$ cat config.mk
export PLATFORM = sky130hd
export DESIGN_NAME = hm_tx_mrd
export DESIGN_NICKNAME = d
export VERILOG_FILES = /design/src/rtl/hm_tx_mrd.sv
export SDC_FILE = /design/constraint.sdc
export NUM_CORES = 1
export LEC_CHECK = 0
export BUFFER_PORTS_ARGS = -buffer_cell sky130_fd_sc_hd__buf_2
export CORE_MARGIN = 2
export CORE_UTILIZATION = 35
export CTS_BUF_LIST = sky130_fd_sc_hd__clkbuf_4 sky130_fd_sc_hd__clkbuf_8
export CTS_CLUSTER_SIZE = 12
export DETAILED_ROUTE_END_ITERATION = 8
export PLACE_DENSITY = 0.62
export SLEW_MARGIN = 20
export SYNTH_ARGS = -nofsm -noshare
export SYNTH_HDL_FRONTEND = slang
export SYNTH_SLANG_ARGS = --single-unit
$ cat constraint.sdc
create_clock -name trn_clk -period 5.43 [get_ports trn_clk]
set_input_delay 1.086 -clock trn_clk [delete_from_list [all_inputs] [get_ports trn_clk]]
set_output_delay 1.086 -clock trn_clk [all_outputs]
set_load 0.005 [all_outputs]
$ cat src/rtl/hm_tx_mrd.sv
// rtl/hm_tx_mrd.sv - host-memory read request (MRd TLP) generator on a TRN transmit port
//
// Splits one read request (hm_addr, hm_len DW) into MRd TLPs, none crossing a
// MAX_RD_BYTES boundary, and emits each as a two-beat 64-bit header.
//
// Parameters:
//   MAX_RD_BYTES  maximum read request size in bytes (power of two, 64..4096)
//   TAG_WIDTH     width of the tag counter (1..8), zero-extended into the tag field
// Build option:
//   HM_TX_MRD_64BIT_EN  when defined, addresses above 4 GB use 4DW headers;
//                       otherwise hm_addr[63:32] is ignored and only 3DW headers
//                       are produced with 32-bit address arithmetic.
// Ports:
//   trn_clk, sys_rst           clock, asynchronous active-high reset
//   tx_start                   one-cycle request strobe (accepted in IDLE only)
//   hm_addr, hm_len, req_id    request start address, length in DW, requester ID
//   tx_busy, tx_end            request in progress, one-cycle completion pulse
//   trn_td, trn_tsof_n, trn_teof_n, trn_trem_n, trn_tsrc_rdy_n, trn_tdst_rdy_n
//                              TRN transmit interface
module hm_tx_mrd #(
    parameter int MAX_RD_BYTES = 128,
    parameter int TAG_WIDTH    = 5
) (
    input  logic        trn_clk,
    input  logic        sys_rst,
    input  logic        tx_start,
    input  logic [63:0] hm_addr,
    input  logic [15:0] hm_len,
    input  logic [15:0] req_id,
    output logic        tx_busy,
    output logic        tx_end,
    output logic [63:0] trn_td,
    output logic        trn_tsof_n,
    output logic        trn_teof_n,
    output logic        trn_trem_n,
    output logic        trn_tsrc_rdy_n,
    input  logic        trn_tdst_rdy_n
);

    localparam int OFFW = $clog2(MAX_RD_BYTES);
`ifdef HM_TX_MRD_64BIT_EN
    localparam int AW = 64;
`else
    localparam int AW = 32;
`endif

    typedef enum logic [1:0] {
        IDLE = 2'd0,
        HDR0 = 2'd1,
        HDR1 = 2'd2,
        DONE = 2'd3
    } state_t;

    state_t                 state;
    state_t                 state_nxt;

    logic [AW-1:0]          addr_q;     // current TLP address, always DW-aligned
    logic [15:0]            rem_q;      // DW still to request
    logic [15:0]            rid_q;
    logic [TAG_WIDTH-1:0]   tag_q;

    logic [31:0]            addr_hi;
    logic                   unused_addr_bits;
    logic [10:0]            avail_dw;
    logic [10:0]            tlp_len;
    logic                   four_dw;
    logic                   xfer;
    logic                   last_tlp;
    logic [3:0]             last_be;
    logic [1:0]             fmt;

`ifdef HM_TX_MRD_64BIT_EN
    assign addr_hi          = addr_q[63:32];
    assign unused_addr_bits = ^hm_addr[1:0];
`else
    assign addr_hi          = 32'h0;
    assign unused_addr_bits = ^{hm_addr[63:32], hm_addr[1:0]};
`endif

    // DW left before the next MAX_RD_BYTES boundary. Since MAX_RD_BYTES divides
    // 4 KB, this also keeps every TLP inside one 4 KB page.
    assign avail_dw = 11'(MAX_RD_BYTES / 4) - 11'(addr_q[OFFW-1:2]);
    assign tlp_len  = ({5'b0, avail_dw} > rem_q) ? rem_q[10:0] : avail_dw;
    assign four_dw  = (addr_hi != 32'h0);
    assign fmt      = four_dw ? 2'b01 : 2'b00;
    assign last_be  = (tlp_len == 11'd1) ? 4'h0 : 4'hF;
    assign xfer     = ~trn_tdst_rdy_n;
    assign last_tlp = (rem_q == {5'b0, tlp_len});

    always_ff @(posedge trn_clk or posedge sys_rst) begin
        if (sys_rst) begin
            state <= IDLE;
        end else begin
            state <= state_nxt;
        end
    end

    always_comb begin
        state_nxt      = state;
        tx_busy        = 1'b0;
        tx_end         = 1'b0;
        trn_td         = 64'h0;
        trn_tsof_n     = 1'b1;
        trn_teof_n     = 1'b1;
        trn_trem_n     = 1'b1;
        trn_tsrc_rdy_n = 1'b1;
        case (state)
            IDLE: begin
                if (tx_start) begin
                    state_nxt = (hm_len == 16'h0) ? DONE : HDR0;
                end
            end
            HDR0: begin
                tx_busy        = 1'b1;
                trn_tsrc_rdy_n = 1'b0;
                trn_tsof_n     = 1'b0;
                trn_trem_n     = 1'b0;
                // A 1024 DW TLP encodes as length 0 by taking the low 10 bits.
                trn_td         = {1'b0, fmt, 5'b00000, 14'b0, tlp_len[9:0],
                                  rid_q, 8'(tag_q), last_be, 4'hF};
                if (xfer) begin
                    state_nxt = HDR1;
                end
            end
            HDR1: begin
                tx_busy        = 1'b1;
                trn_tsrc_rdy_n = 1'b0;
                trn_teof_n     = 1'b0;
                // addr_q[1:0] is held at zero, so it forms the reserved bits directly.
                if (four_dw) begin
                    trn_td     = {addr_hi, addr_q[31:0]};
                    trn_trem_n = 1'b0;
                end else begin
                    trn_td     = {addr_q[31:0], 32'h0};
                    trn_trem_n = 1'b1;
                end
                if (xfer) begin
                    state_nxt = last_tlp ? DONE : HDR0;
                end
            end
            DONE: begin
                tx_busy   = 1'b1;
                tx_end    = 1'b1;
                state_nxt = IDLE;
            end
            default: state_nxt = IDLE;
        endcase
    end

    // Request context. The tag is never cleared per request, only by reset.
    always_ff @(posedge trn_clk or posedge sys_rst) begin
        if (sys_rst) begin
            addr_q <= '0;
            rem_q  <= 16'h0;
            rid_q  <= 16'h0;
            tag_q  <= '0;
        end else begin
            if (state == IDLE && tx_start) begin
                addr_q <= {hm_addr[AW-1:2], 2'b00};
                rem_q  <= hm_len;
                rid_q  <= req_id;
            end else if (state == HDR1 && xfer) begin
                addr_q <= addr_q + AW'({tlp_len, 2'b00});
                rem_q  <= rem_q - {5'b0, tlp_len};
                tag_q  <= tag_q + TAG_WIDTH'(1);
            end
        end
    end

endmodule

==> flow_metrics.env <==
export IMPL_ys_top_cells_by_count="nand2_1, dfrtp_1, and3_1"
export IMPL_antenna_found_initial=1
export IMPL_powerDensity_mw_per_mm2=592
export IMPL_finClkSkew_ns=0.0103
export IMPL_startpoint="rem_q[6]"
export IMPL_cts_tree="built"
export IMPL_ir_worst_vdd_uv=189
export IMPL_cap_violations=0
export IMPL_avgSynthCellArea_um2=8.13
export IMPL_die_area_mm2=0.0152
export IMPL_postCtsHoldBufs=0
export IMPL_yosysSeqAreaShare_pct=34.6
export IMPL_worstPathMaxFanout=6
export IMPL_tns_ns=0
export IMPL_netlist_area_leader_share_pct=34.6
export IMPL_hold_class="flop to flop"
export IMPL_num_rows=43
export IMPL_syn_area_mm2=0.00499
export IMPL_synthCells=614
export IMPL_cts_buffers=9
export IMPL_insertion_delay_ns=0.36
export IMPL_grtUsageTotal_pct=18.6
export IMPL_yosysMostFrequentCell="nand2_1"
export IMPL_drive_gt1_share_pct=22.9
export IMPL_synthXorXnorAreaFrac_pct=5.09
export IMPL_cts_sinks=69
export IMPL_hold_viol=0
export IMPL_clockBufferDepth=2
export IMPL_post_route_util_pct=43.1
export IMPL_rsz0062_at_grt="false"
export IMPL_synth_top_family_by_area="simple AND/OR/NAND/NOR gates"
export IMPL_timing_rr_start="rem_q[6]"
export IMPL_vias=4894
export IMPL_grt_overflow_total=0
export IMPL_totalWireLength_mm=14.1
export IMPL_coreArea_mm2=0.0139
export IMPL_synth_cell_types=55
export IMPL_crit_path_end_kind="flop"
export IMPL_synthTopCellsByArea="dfrtp_1, nand2_1, ha_1, and3_1, xor2_1"
export IMPL_path_class="flop to flop"
export IMPL_leakage_nw=3.00
export IMPL_synth_area_mux_share_pct=2.01
export IMPL_num_nets_final=866
export IMPL_synth_edf_count=0
export IMPL_drt_first_pass_iters=6
export IMPL_yosys_warnings=0
export IMPL_slew_headroom_pct=29.0
export IMPL_pre_cts_slack_ns=0.575
export IMPL_drc_errors=0
export IMPL_status="complete, no violations"
export IMPL_gp_congestion=0.871
export IMPL_cp_required_ns=5.69
export IMPL_async_flop_share_pct=100
export IMPL_via_per_inst=5.32
export IMPL_fmax_mhz=203
export IMPL_initial_utilization_pct=36.0
export IMPL_pin_count=170
export IMPL_ctsResizeCount=0
export IMPL_finalCriticalPeriod_ns=4.94
export IMPL_post_cts_buffers=0
export IMPL_crit_path_start_kind="flop"
export IMPL_tightest_slew_ns=1.06
export IMPL_ant_nets=0
export IMPL_clk_pin_slew_worst_paths_ns=0.08
export IMPL_layout_setup_ws_ns=0.492
export IMPL_yosysTopAreaCell="dfrtp_1"
export IMPL_slew_viol_final=0
export IMPL_root_buffer="clkbuf_8"
export IMPL_synthSimpleGateAreaFrac_pct=27.9
export IMPL_period_share_pct=90.9
export IMPL_hpwlAfterDp_mm=10.3
export IMPL_htree_levels=3
export IMPL_post_drt_wl_per_cell_um=15.3
export IMPL_synth_ff_type="dfrtp_1"
export IMPL_area_delta_synth_final_pct=19.8
export IMPL_grt_pass1_wl_mm=22.2
export IMPL_fin_hold_ws_ns=0.467
export IMPL_synth_seq_cells=69
export IMPL_synth_compound_area_share_pct=16.0
export IMPL_port_buffer_count=132
export IMPL_finalSetupViolCount=0
export IMPL_fillCellCount=1449
export IMPL_die_h_um=123
export IMPL_grt_pass1_vias=4595
export IMPL_drtIter0Drc=309
export IMPL_synthAdderAreaFrac_pct=8.32
export IMPL_hp_start="tag_q[4]"
export IMPL_grt_max_degree=82
export IMPL_die_x_um=123
export IMPL_arrival_ns=5.19
power by group:
| group | switching (W) | leakage, nW | internal [W] |
|---|---|---|---|
| combinational | 0.00127 | 2.08 | 0.000879 |
| sequential | 0.000224 | 0.821 | 0.000746 |
| clock | 0.000213 | 0.0988 | 0.000210 |
final timing paths:
| path | cells after the start | endpoint | slack, ns |
|---|---|---|---|
| min in group asynchronous | 2 | rid_q[7] | 0.88 |
| setup reg to reg | 14 | addr_q[30] | 0.49 |
| setup / recovery | 14 | addr_q[30] | 0.49 |
| max in group asynchronous | 3 | rem_q[8] | 3.57 |
| hold reg to reg | 1 | tag_q[4] | 0.47 |
| hold / removal | 1 | tag_q[4] | 0.47 |
worst max-delay path, stage by stage, from the launching register on:
cell and delay, ns:
dfrtp_1 0.42, or4_4 0.52, or4_4 0.46, or3_4 0.39
a2111oi_4 0.36, mux2i_1 0.37, ha_1 0.26, inv_1 0.06
fa_1 0.37, nor2b_1 0.23, o2111ai_1 0.21, a311oi_1 0.43
nor2_1 0.19, or3_1 0.37, a31oi_1 0.19
sequential cells by signal, indices dropped and copies added (netlist names):
| register | cells |
|---|---|
| tag_q | 5 |
| state | 2 |
| rem_q | 16 |
| rid_q | 16 |
| addr_q | 30 |
layout make-up:
type	instances	area (um2)	area share [%]
repair buffers	140	721	12.1
flip-flops and latches	69	1730	28.9
inverters	31	116	1.95
well taps	180	225	3.77
multi-input cells	483	3000	50.1
clock inverters	7	66.3	1.11
diodes	1	2.50	0.0418
clock buffers	9	124	2.07
cell usage in the layout, fill, tap and decap left out, types with 7 or more instances in the layout:
master,Yosys,final
and2_1,27,26
o21ai_0,31,31
a31oi_1,14,14
ha_1,30,30
clkbuf_8,0,9
xor2_1,21,21
xnor2_1,8,8
conb_1,1,8
o211ai_1,10,10
dfrtp_1,69,69
inv_1,31,30
nand4_1,12,12
o21ai_1,12,12
nand2_1,113,112
mux2i_1,10,10
and3_1,32,32
nand3_1,18,18
buf_2,0,132
buf_4,10,8
a21oi_1,19,19
nor2_1,31,31
nor2b_1,7,7
nor3_1,9,9
cells by family (layout without fill, tap and decap cells):
group,after synthesis,after routing
AND/OR/NAND/NOR,280,280
AO/OA/AOI/OAI,124,124
flip-flops,69,69
buffers and inverters,69,187
adder cells (fa/ha/maj),32,32
XOR/XNOR,29,29
multiplexers,10,10
other,1,9
through the flow:
stage	power, W	area, um2	std cells
6_report	0.00354	5980	920
3_5_place_dp	0.00310	5790	903
4_1_cts	0.00354	5980	919
2_1_floorplan	0.00251	5020	621
3_3_place_gp	0.00303	5790	903
5_1_grt	0.00389	5980	920
routing by layer:
layer,vias to the layer above,track usage [%],part of all wire [%]
met5,-,0,0
met4,0,6.89,1.4
met3,15,2.95,4.6
met2,130,30.3,48
met1,2374,24.8,46
li1,2375,-,-
No activity file was read; power rests on OpenSTA's default activity.
